File: config.mk
export PLATFORM = sky130hd
export DESIGN_NAME = operand_entry_flat
export DESIGN_NICKNAME = d
export VERILOG_FILES = /design/src/rtl/operand_entry_pkg.sv /design/src/rtl/operand_entry_if.sv /design/src/rtl/operand_entry_key_debounce.sv /design/src/rtl/operand_entry.sv /design/src/flat_wrapper.sv
export SDC_FILE = /design/constraint.sdc
export NUM_CORES = 1
export LEC_CHECK = 0
export ABC_AREA = 1
export CORE_ASPECT_RATIO = 2
export CORE_MARGIN = 3
export CORE_UTILIZATION = 55
export DETAILED_ROUTE_END_ITERATION = 6
export GPL_TIMING_DRIVEN = 0
export MAX_ROUTING_LAYER = met4
export PLACE_DENSITY_LB_ADDON = 0.08
export SETUP_SLACK_MARGIN = 0.15
export SLEW_MARGIN = 10
export SYNTH_ARGS = -nofsm -noshare
export SYNTH_HDL_FRONTEND = slang
export SYNTH_SLANG_ARGS = --single-unit
File: constraint.sdc
create_clock -name CLK -period 1.9 [get_ports CLK]
set_input_delay 0.285 -clock CLK [delete_from_list [all_inputs] [get_ports CLK]]
set_output_delay 0.285 -clock CLK [all_outputs]
set_load 0.05 [all_outputs]
File: src/rtl/operand_entry_pkg.sv
// rtl/operand_entry_pkg.sv - shared types, limits and saturating edit arithmetic
package operand_entry_pkg;

    typedef enum logic [1:0] {
        ED_A   = 2'd0,
        ED_B   = 2'd1,
        COMMIT = 2'd2
    } state_e;

    typedef enum logic [1:0] {
        OP_NONE = 2'd0,
        OP_INC  = 2'd1,
        OP_DEC  = 2'd2,
        OP_NEG  = 2'd3
    } edit_e;

    localparam logic signed [3:0] S_MAX       = 4'sd7;
    localparam logic signed [3:0] S_MIN       = 4'sb1000;   // -8
    localparam logic        [3:0] U_MAX       = 4'd15;
    localparam logic        [1:0] MODE_SIGNED = 2'b11;

    // One edit step on a 4-bit operand, clamped to the range of the active number mode.
    function automatic logic [3:0] apply_edit(input logic [3:0] v, input edit_e op,
                                              input logic is_signed);
        logic [3:0] r;
        r = v;
        case (op)
            OP_INC: begin
                if (is_signed) r = ($signed(v) == S_MAX) ? v : v + 4'd1;
                else           r = (v == U_MAX)          ? v : v + 4'd1;
            end
            OP_DEC: begin
                if (is_signed) r = ($signed(v) == S_MIN) ? v : v - 4'd1;
                else           r = (v == 4'd0)           ? v : v - 4'd1;
            end
            OP_NEG: begin
                // -(-8) does not fit, so it clamps to +7; zero negates to itself.
                if (is_signed) r = ($signed(v) == S_MIN) ? S_MAX : 4'd0 - v;
            end
            default: r = v;
        endcase
        return r;
    endfunction

endpackage

File: src/rtl/operand_entry_if.sv
// rtl/operand_entry_if.sv - key/mode inputs and operand/status outputs of operand_entry
interface operand_entry_if;
    logic       KEY_NEXT;
    logic       KEY_INC;
    logic       KEY_DEC;
    logic       KEY_NEG;
    logic [1:0] SW_MODE;
    logic [3:0] OPA;
    logic [3:0] OPB;
    logic       EDIT_A;
    logic       EDIT_B;
    logic       DONE;
    logic       VALID;

    modport master (
        output KEY_NEXT, KEY_INC, KEY_DEC, KEY_NEG, SW_MODE,
        input  OPA, OPB, EDIT_A, EDIT_B, DONE, VALID
    );

    modport slave (
        input  KEY_NEXT, KEY_INC, KEY_DEC, KEY_NEG, SW_MODE,
        output OPA, OPB, EDIT_A, EDIT_B, DONE, VALID
    );
endinterface

File: src/rtl/operand_entry_key_debounce.sv
// rtl/operand_entry_key_debounce.sv - active-low key synchronizer, debouncer and press pulse
module key_debounce #(
    parameter int DEBOUNCE_CYCLES = 500000
) (
    input  logic clk,
    input  logic rst,
    input  logic key,
    output logic press
);
    localparam int CW = (DEBOUNCE_CYCLES > 2) ? $clog2(DEBOUNCE_CYCLES) : 1;
    localparam logic [CW-1:0] CNT_LAST = CW'(DEBOUNCE_CYCLES - 1);

    logic          sync1;
    logic          sync2;
    logic          stable;
    logic          stable_d;
    logic [CW-1:0] cnt;

    // Two-flop synchronizer; idles released (high).
    always_ff @(posedge clk) begin
        if (rst) begin
            sync1 <= 1'b1;
            sync2 <= 1'b1;
        end else begin
            sync1 <= key;
            sync2 <= sync1;
        end
    end

    // Accept a new level only after DEBOUNCE_CYCLES consecutive differing samples.
    always_ff @(posedge clk) begin
        if (rst) begin
            cnt    <= '0;
            stable <= 1'b1;
        end else if (sync2 == stable) begin
            cnt <= '0;
        end else if (cnt == CNT_LAST) begin
            stable <= sync2;
            cnt    <= '0;
        end else begin
            cnt <= cnt + 1'b1;
        end
    end

    // One-cycle pulse on the accepted high-to-low edge only.
    always_ff @(posedge clk) begin
        if (rst) begin
            stable_d <= 1'b1;
            press    <= 1'b0;
        end else begin
            stable_d <= stable;
            press    <= stable_d & ~stable;
        end
    end
endmodule

File: src/rtl/operand_entry.sv
// rtl/operand_entry.sv - pushbutton entry of two 4-bit comparator operands
module operand_entry #(
    parameter int DEBOUNCE_CYCLES = 500000
) (
    input  logic           CLK,
    input  logic           RST,
    operand_entry_if.slave bus
);
    import operand_entry_pkg::*;

    logic       press_next;
    logic       press_inc;
    logic       press_dec;
    logic       press_neg;
    logic [1:0] mode_s1;
    logic [1:0] mode_s2;
    logic       signed_q;
    logic       signed_now;
    logic       mode_change;
    edit_e      op;
    state_e     state;
    state_e     state_n;
    logic [3:0] opa;
    logic [3:0] opb;
    logic [3:0] opa_n;
    logic [3:0] opb_n;
    logic       edit_a;
    logic       edit_b;
    logic       done;
    logic       valid;

    key_debounce #(.DEBOUNCE_CYCLES(DEBOUNCE_CYCLES)) u_next (
        .clk(CLK), .rst(RST), .key(bus.KEY_NEXT), .press(press_next));
    key_debounce #(.DEBOUNCE_CYCLES(DEBOUNCE_CYCLES)) u_inc (
        .clk(CLK), .rst(RST), .key(bus.KEY_INC), .press(press_inc));
    key_debounce #(.DEBOUNCE_CYCLES(DEBOUNCE_CYCLES)) u_dec (
        .clk(CLK), .rst(RST), .key(bus.KEY_DEC), .press(press_dec));
    key_debounce #(.DEBOUNCE_CYCLES(DEBOUNCE_CYCLES)) u_neg (
        .clk(CLK), .rst(RST), .key(bus.KEY_NEG), .press(press_neg));

    // Mode switch synchronizer.
    always_ff @(posedge CLK) begin
        if (RST) begin
            mode_s1 <= 2'b00;
            mode_s2 <= 2'b00;
        end else begin
            mode_s1 <= bus.SW_MODE;
            mode_s2 <= mode_s1;
        end
    end

    assign signed_now  = (mode_s2 == MODE_SIGNED);
    assign mode_change = (signed_now != signed_q);

    // Pick the single edit that acts this cycle: NEG beats INC beats DEC.
    always_comb begin
        op = OP_NONE;
        if (press_neg)      op = OP_NEG;
        else if (press_inc) op = OP_INC;
        else if (press_dec) op = OP_DEC;
    end

    // Next state and operands; a mode flip overrides everything, NEXT overrides edits.
    always_comb begin
        state_n = state;
        opa_n   = opa;
        opb_n   = opb;
        if (mode_change) begin
            state_n = ED_A;
            opa_n   = 4'd0;
            opb_n   = 4'd0;
        end else if (press_next) begin
            case (state)
                ED_A:    state_n = ED_B;
                ED_B:    state_n = COMMIT;
                default: state_n = ED_A;
            endcase
        end else if (state == ED_A) begin
            opa_n = apply_edit(opa, op, signed_q);
        end else if (state == ED_B) begin
            opb_n = apply_edit(opb, op, signed_q);
        end
    end

    // Entry FSM with registered operands and one-hot status outputs.
    always_ff @(posedge CLK) begin
        if (RST) begin
            state    <= ED_A;
            opa      <= 4'd0;
            opb      <= 4'd0;
            signed_q <= 1'b0;
            edit_a   <= 1'b1;
            edit_b   <= 1'b0;
            done     <= 1'b0;
            valid    <= 1'b0;
        end else begin
            state    <= state_n;
            opa      <= opa_n;
            opb      <= opb_n;
            signed_q <= signed_now;
            edit_a   <= (state_n == ED_A);
            edit_b   <= (state_n == ED_B);
            done     <= (state_n == COMMIT);
            valid    <= (state_n == COMMIT) && (state != COMMIT);
        end
    end

    assign bus.OPA    = opa;
    assign bus.OPB    = opb;
    assign bus.EDIT_A = edit_a;
    assign bus.EDIT_B = edit_b;
    assign bus.DONE   = done;
    assign bus.VALID  = valid;
endmodule
File: src/flat_wrapper.sv
// flat-port wrapper written by rule: the top's interface ports become plain ports
module operand_entry_flat import operand_entry_pkg::*;
#(
    parameter int DEBOUNCE_CYCLES = 500000
)
  (CLK, RST, bus_KEY_NEXT, bus_KEY_INC, bus_KEY_DEC, bus_KEY_NEG, bus_SW_MODE, bus_OPA, bus_OPB, bus_EDIT_A, bus_EDIT_B, bus_DONE, bus_VALID);
  operand_entry_if bus_i ();
  input  logic CLK;
  input  logic RST;
  input wire logic [$bits(bus_i.KEY_NEXT)-1:0] bus_KEY_NEXT;
  input wire logic [$bits(bus_i.KEY_INC)-1:0] bus_KEY_INC;
  input wire logic [$bits(bus_i.KEY_DEC)-1:0] bus_KEY_DEC;
  input wire logic [$bits(bus_i.KEY_NEG)-1:0] bus_KEY_NEG;
  input wire logic [$bits(bus_i.SW_MODE)-1:0] bus_SW_MODE;
  output wire logic [$bits(bus_i.OPA)-1:0] bus_OPA;
  output wire logic [$bits(bus_i.OPB)-1:0] bus_OPB;
  output wire logic [$bits(bus_i.EDIT_A)-1:0] bus_EDIT_A;
  output wire logic [$bits(bus_i.EDIT_B)-1:0] bus_EDIT_B;
  output wire logic [$bits(bus_i.DONE)-1:0] bus_DONE;
  output wire logic [$bits(bus_i.VALID)-1:0] bus_VALID;
  assign bus_i.KEY_NEXT = bus_KEY_NEXT;
  assign bus_i.KEY_INC = bus_KEY_INC;
  assign bus_i.KEY_DEC = bus_KEY_DEC;
  assign bus_i.KEY_NEG = bus_KEY_NEG;
  assign bus_i.SW_MODE = bus_SW_MODE;
  assign bus_OPA = bus_i.OPA;
  assign bus_OPB = bus_i.OPB;
  assign bus_EDIT_A = bus_i.EDIT_A;
  assign bus_EDIT_B = bus_i.EDIT_B;
  assign bus_DONE = bus_i.DONE;
  assign bus_VALID = bus_i.VALID;
  operand_entry #(.DEBOUNCE_CYCLES(DEBOUNCE_CYCLES)) u_core (.CLK(CLK), .RST(RST), .bus(bus_i));
endmodule
# Word-level counts from Yosys, hierarchy flattened
# Index checks and enable logic that the tools add are counted.
[op_classes]
addsub = 10
n_eq_ne = 32
mux = 24
bitwise = 14
reduce_logical = 17
[op_table]
columns = ["op", "count"]
rows = [
  ["19-bit by 1-bit adder with 19-bit output, second input constant", 4],
  ["19-bit equality test, second input constant", 4],
  ["4-bit 2-to-1 mux", 16],
  ["4-bit equality test, second input constant", 6],
  ["4-bit case mux with 3 select lines", 2],
  ["3-bit by 2-bit inequality test with 1-bit output, second input constant", 4],
  ["3-bit inequality test, second input constant", 4],
  ["3-bit OR reduction", 4],
  ["2-bit 2-to-1 mux", 5],
  ["1-bit inverter", 10],
  ["9-bit AND reduction", 1],
  ["4-bit by 1-bit adder with 4-bit output, second input constant", 2],
  ["2-bit equality test, second input constant", 4],
  ["4-bit zero test", 2],
  ["2-bit AND reduction", 4],
  ["8-bit AND reduction", 1],
  ["1-bit by 4-bit subtractor with 4-bit output, first input constant", 2],
  ["4-bit by 1-bit subtractor with 4-bit output, second input constant", 2],
  ["2-bit by 1-bit equality test with 1-bit output, second input constant", 3],
  ["1-bit AND", 4],
  ["1-bit equality test", 4],
  ["2-bit zero test", 2],
  ["2-bit case mux with 2 select lines", 1],
  ["3-bit nonzero test", 1],
  ["5 further kinds", 5],
]
[word_totals]
register_bits = 115
input_bits = 8
output_inout_bits = 12
elab_cells = 131

# Longest topological paths before layout
[depth]
word_depth = 6
mapped_depth = 13
mapped_depth_nobuf = 12

# By module
# A second synthesis with hierarchy kept.
[unflattened]
cells_unflattened = 856
area_unflattened_um2 = 5829.3
[by_module_without_submodules]
columns = ["module", "instances", "cells_per_inst", "area_per_inst_um2", "seq_area_each_um2"]
rows = [
  ["key_debounce", 4, 165, 1138.6, 480.5],
  ["operand_entry", 1, 196, 1275.0, 380.4],
]

# Worst setup path before layout
# OpenSTA, ideal clock, no wires.
[synth_path]
path_type = "reg2reg"
startpoint = "register u_core.opa[1], in the netlist u_core.bus.OPA[1]"
endpoint = "register u_core.opa[2], in the netlist u_core.bus.OPA[2]"
setup_time_ps = 70
arrival_time_ps = 1919
required_ps = 1830
path_slack_ps = -89
path_stages_with_launch = 10
path_buffers = 0
period_less_slack_ps = 1989
cell_sequence = "dfxtp_1 > inv_1 > xor2_1 > ha_1 > or2_2 > o21ai_0 > inv_1 > nand2_1 > nand3_1 > a21oi_1"
[synth_between]
elab_chain_len = 4
word_cells_on_any_way = 21
cone_classes = "3 x add/sub; 7 x eq/ne; 9 x mux; 2 x reduce/logical"
[synth_rtl]
columns = ["element", "line_no", "rtl"]
rows = [
  ["from (decl)", "operand_entry.sv:23", "logic [3:0] opa;"],
  ["from (signal assigned)", "operand_entry.sv:98", "opa <= opa_n;"],
  ["1-bit by 4-bit subtractor with 4-bit output (tied with other cells)", "operand_entry_pkg.sv:38", "if (is_signed) r = ($signed(v) == S_MIN) ? S_MAX : 4'd0 - v;"],
  ["4-bit 2-to-1 mux (on tied branches)", "-", ""],
  ["4-bit 2-to-1 mux (on tied branches)", "operand_entry_pkg.sv:38, operand_entry_pkg.sv:29, operand_entry_pkg.sv:33", ""],
  ["4-bit case mux with 3 select lines", "operand_entry_pkg.sv:27", "case (op)"],
]
# Several ways; a longest one is shown, not always the timed one. The select of a mux whose other input is x is not followed.
# A chain may end at the register's enable or synchronous reset.

# Final worst setup path
[layout_path]
startpoint = "register u_core.u_neg.press"
endpoint = "register u_core.opa[2], in the netlist u_core.bus.OPA[2]"
[layout_between]
elab_chain_len = 4
word_cells_on_any_way = 12
cone_classes = "8 x eq/ne; 2 x mux; 2 x reduce/logical"
[layout_rtl]
columns = ["element", "line_no", "rtl"]
rows = [
  ["from (decl)", "operand_entry_key_debounce.sv:8", "output logic press"],
  ["from (signal assigned)", "operand_entry_key_debounce.sv:52", "press <= stable_d & ~stable;"],
  ["2-bit 2-to-1 mux (*)", "operand_entry.sv:58", "if (press_neg) op = OP_NEG;"],
  ["2-bit equality test or 2-bit by 1-bit equality test with 1-bit output (tied branches)", "operand_entry_pkg.sv:27", ""],
  ["3-bit inequality test (no source line) (tied with other cells)", "-", ""],
  ["8-bit AND reduction (no source line)", "-", ""],
]
# Every way passes the cells marked *; elsewhere a longest branch is shown, timed or not.

==> flow_metrics.env <==
export IMPL_hold_start="bus_SW_MODE[0]"
export IMPL_synth_largest_area_cell="dfxtp_1"
export IMPL_die_w_um=78.9
export IMPL_critPathKind="reg2reg"
export IMPL_grt_pass1_wl_mm=22.9
export IMPL_netlist_area_mm2=0.00584
export IMPL_end_kind="register"
export IMPL_dp_hpwl_mm=9.82
export IMPL_synthArstFlopShare_pct=0
export IMPL_start_util_pct=57.2
export IMPL_setup_violations=0
export IMPL_initialDrtViolationCount=215
export IMPL_dr_pass1_iters=5
export IMPL_critPathArrivalTime_ps=2070
export IMPL_postSynthCellCount=825
export IMPL_clkPwrFrac_pct=59.0
export IMPL_grt_setup_unrepaired="true"
export IMPL_cts_buffer_depth=2
export IMPL_p_comb_share_pct=1.3
export IMPL_slew_headroom_pct=67.2
export IMPL_yosysWarnings=0
export IMPL_nets=891
export IMPL_place_area_mm2=0.00620
export IMPL_ios=20
export IMPL_synth_edf_count=0
export IMPL_hold_end="u_core.mode_s1[0]"
export IMPL_cts_inserted_buffers=17
export IMPL_synth_seq_cells=115
export IMPL_gp_congestion=0.924
export IMPL_routedWlPerCell_um=13.5
export IMPL_cts_tree="built"
export IMPL_holdBufCountCts=0
export IMPL_final_util_pct=69.0
export IMPL_path_buf_inv=2
export IMPL_worstMarginPinSlew_ps=495
export IMPL_cp_slowest_cell="dfxtp_1"
export IMPL_antenna_left=0
export IMPL_hold_class="in2reg"
export IMPL_irDropWorstVdd_mv=0.781
export IMPL_max_freq_mhz=578
export IMPL_grt_max_degree=17
export IMPL_r2r_slack_ps=170
export IMPL_finalInstanceArea_mm2=0.00705
export IMPL_synthTopCellsByArea="dfxtp_1, nand2_1, nor2_1"
export IMPL_ys_types=38
export IMPL_row_count=52
export IMPL_period_share_pct=91.0
export IMPL_r2r_start="u_core.u_neg.press"
export IMPL_crit_path_start="u_core.u_neg.press"
export IMPL_drv_slew=0
export IMPL_syn_to_final_growth_pct=20.7
export IMPL_clk_pin_slew_ps=50
export IMPL_grt_pass1_vias=5357
export IMPL_netSwitchingPower_mw=1.13
export IMPL_cp_required_ps=2240
export IMPL_drt_wl_total_mm=13.7
export IMPL_antenna_found_initial=0
export IMPL_diodes=0
export IMPL_critPathMaxFanout=5
export IMPL_finClkSkew_ps=8.55
export IMPL_reg2reg_depth=11
export IMPL_yosysSeqAreaShare_pct=39.4
export IMPL_track_usage_pct=24.8
export IMPL_fin_crit_ps=1730
export IMPL_p_int_mw=5.01
export IMPL_power_frac_seq_pct=39.7
export IMPL_power_density_mw_per_mm2=872
export IMPL_startpoint_type="register"
export IMPL_cts_max_level=4
export IMPL_cts_sinks=115
export IMPL_rr_endpoint="u_core.bus.OPA[2]"
export IMPL_final_hold_viol_count=0
export IMPL_max_cap_violations=0
export IMPL_clk_latency_ps=410
export IMPL_status="finished, final reports clean"
export IMPL_numPortBuffers=19
export IMPL_swShare_pct=18.4
export IMPL_cp_depth=11
export IMPL_cts_root_buf="clkbuf_16"
export IMPL_drive_gt1_share_pct=16.2
export IMPL_synth_fp_nets=843
export IMPL_cp_top_family="simple AND/OR/NAND/NOR gates"
export IMPL_drc=0
export IMPL_crit_chain="buf_6, nor2_4, nand2_4, xor2_2, ha_2, or2_4, o21ai_2, inv_1, nand2_2, nand3_2, a21oi_2"
export IMPL_grt_overflow=0
export IMPL_fin_tns_setup_ps=0
export IMPL_fp_dieH_um=152
export IMPL_synth_top_area_share_pct=39.4
export IMPL_synth_top_flop_cell="dfxtp_1"
export IMPL_avgSynthCellArea_um2=7.08
export IMPL_vias=5436
export IMPL_max_stage_delay_ps=310
export IMPL_die_area_mm2=0.0120
export IMPL_p_leak_nw=2.65
export IMPL_coreArea_mm2=0.0102
export IMPL_vias_per_cell=5.33
export IMPL_holdPathStages=3
## per-layer routing
metal,track usage (%),up-vias,wire (um)
met3,5.44,38,341
met1,22.3,2555,5030
met2,47.3,107,7920
met5,-,-,0
met4,13.0,0,429
li1,-,2736,-
## tightest hold or removal path: stages
cell and delay (ps):
clkdlybuf4s50_1 390, inv_1 50, nor2_1 30
## synthesized netlist by cell type (all sizes together) (4+ instances only)
cell type  count
xnor2          4
nor3b          5
nand2        189
nand3         58
ha            10
or2           19
inv          115
xor2          16
o21ai         21
nand4         38
buf            5
nor3          29
nor2         142
a21oi         47
dfxtp        115
## repair_timing
action | in CTS | in global routing
cloned | 0 | 0
pin swaps | 3 | 8
setup buffers | 5 | 5
hold endpoints to repair | 0 | 0
endpoints found under the setup margin | 46 | 54
resized for setup | 21 | 22
## stage by stage
| step | setup slack (ps) | std cells | hold slack (ps) | total power [mW] |
|---|---|---|---|---|
| after global routing | 81.8 | 1020 | 412 | 6.30 |
| after detailed placement | -82.7 | 979 | 396 | 2.56 |
| final | 171 | 1020 | 396 | 6.15 |
| after floorplan | 127 | 825 | 388 | 2.53 |
| after CTS | 140 | 1015 | 388 | 6.18 |
| after global placement | 10.6 | 979 | 393 | 2.56 |
## registers in the layout, indices dropped and copies added, names as in the netlist, 2 cells and up
signal / count
u_core.mode_s1: 2
u_core.bus.OPA: 4
u_core.u_neg.cnt: 19
u_core.bus.OPB: 4
u_core.mode_s2: 2
u_core.u_dec.cnt: 19
u_core.u_next.cnt: 19
u_core.u_inc.cnt: 19
u_core.state: 2
## layout by cell type, fill, tap and decap left out, drive strengths merged
cell / n
nand2: 189
nor2: 142
dfxtp: 115
inv: 115
nand3: 58
a21oi: 47
nand4: 38
nor3: 29
clkbuf: 25
o21ai: 21
or2: 19
xor2: 16
buf: 15
dlygate4sd2: 11
ha: 10
clkdlybuf4s50: 7
bufinv: 6
nor3b: 5
clkinv: 4
xnor2: 4
nor4: 3
o22ai: 2
nand3b: 2
nor2b: 1
clkinvlp: 1
## how the worst max path moves through the flow
stage | slack, ps | end
global placement | 10 | u_core.bus.OPA[2]
detailed placement | -80 | u_core.bus.OPA[2]
global route | 80 | u_core.bus.OPA[2]
finish | 170 | u_core.bus.OPA[2]
CTS | 140 | u_core.bus.OPA[2]
floorplan | 130 | u_core.bus.OPA[2]
## final cells by class
type	instances	area, um^2
fillers	894	3160
multi-input cells	586	3140
plain buffers	8	76.3
well taps	135	169
clock inverters	10	203
repair buffers	29	246
inverters	116	437
clock buffers	21	470
flip-flops and latches	115	2310
## power groups by stage
stage / Clock [mW] / Combinational [mW] / Sequential, mW
6_report: 3.63 / 0.0815 / 2.44
5_1_grt: 3.77 / 0.0905 / 2.44
4_1_cts: 3.67 / 0.0765 / 2.44
3_5_place_dp: 0 / 0.0755 / 2.49
3_3_place_gp: 0 / 0.0741 / 2.49
2_1_floorplan: 0 / 0.0462 / 2.48
## kinds of logic after synthesis
family	Yosys count	share of synthesized area, %
adders and majority gates	10	2.14
buffers and inverters	124	8.65
DFF	115	39.4
xor gates and xnor gates	20	3.00
AOI/OAI and AO/OA	70	6.49
and+or+nand+nor	486	40.3
(Power assumes the default switching activity.)
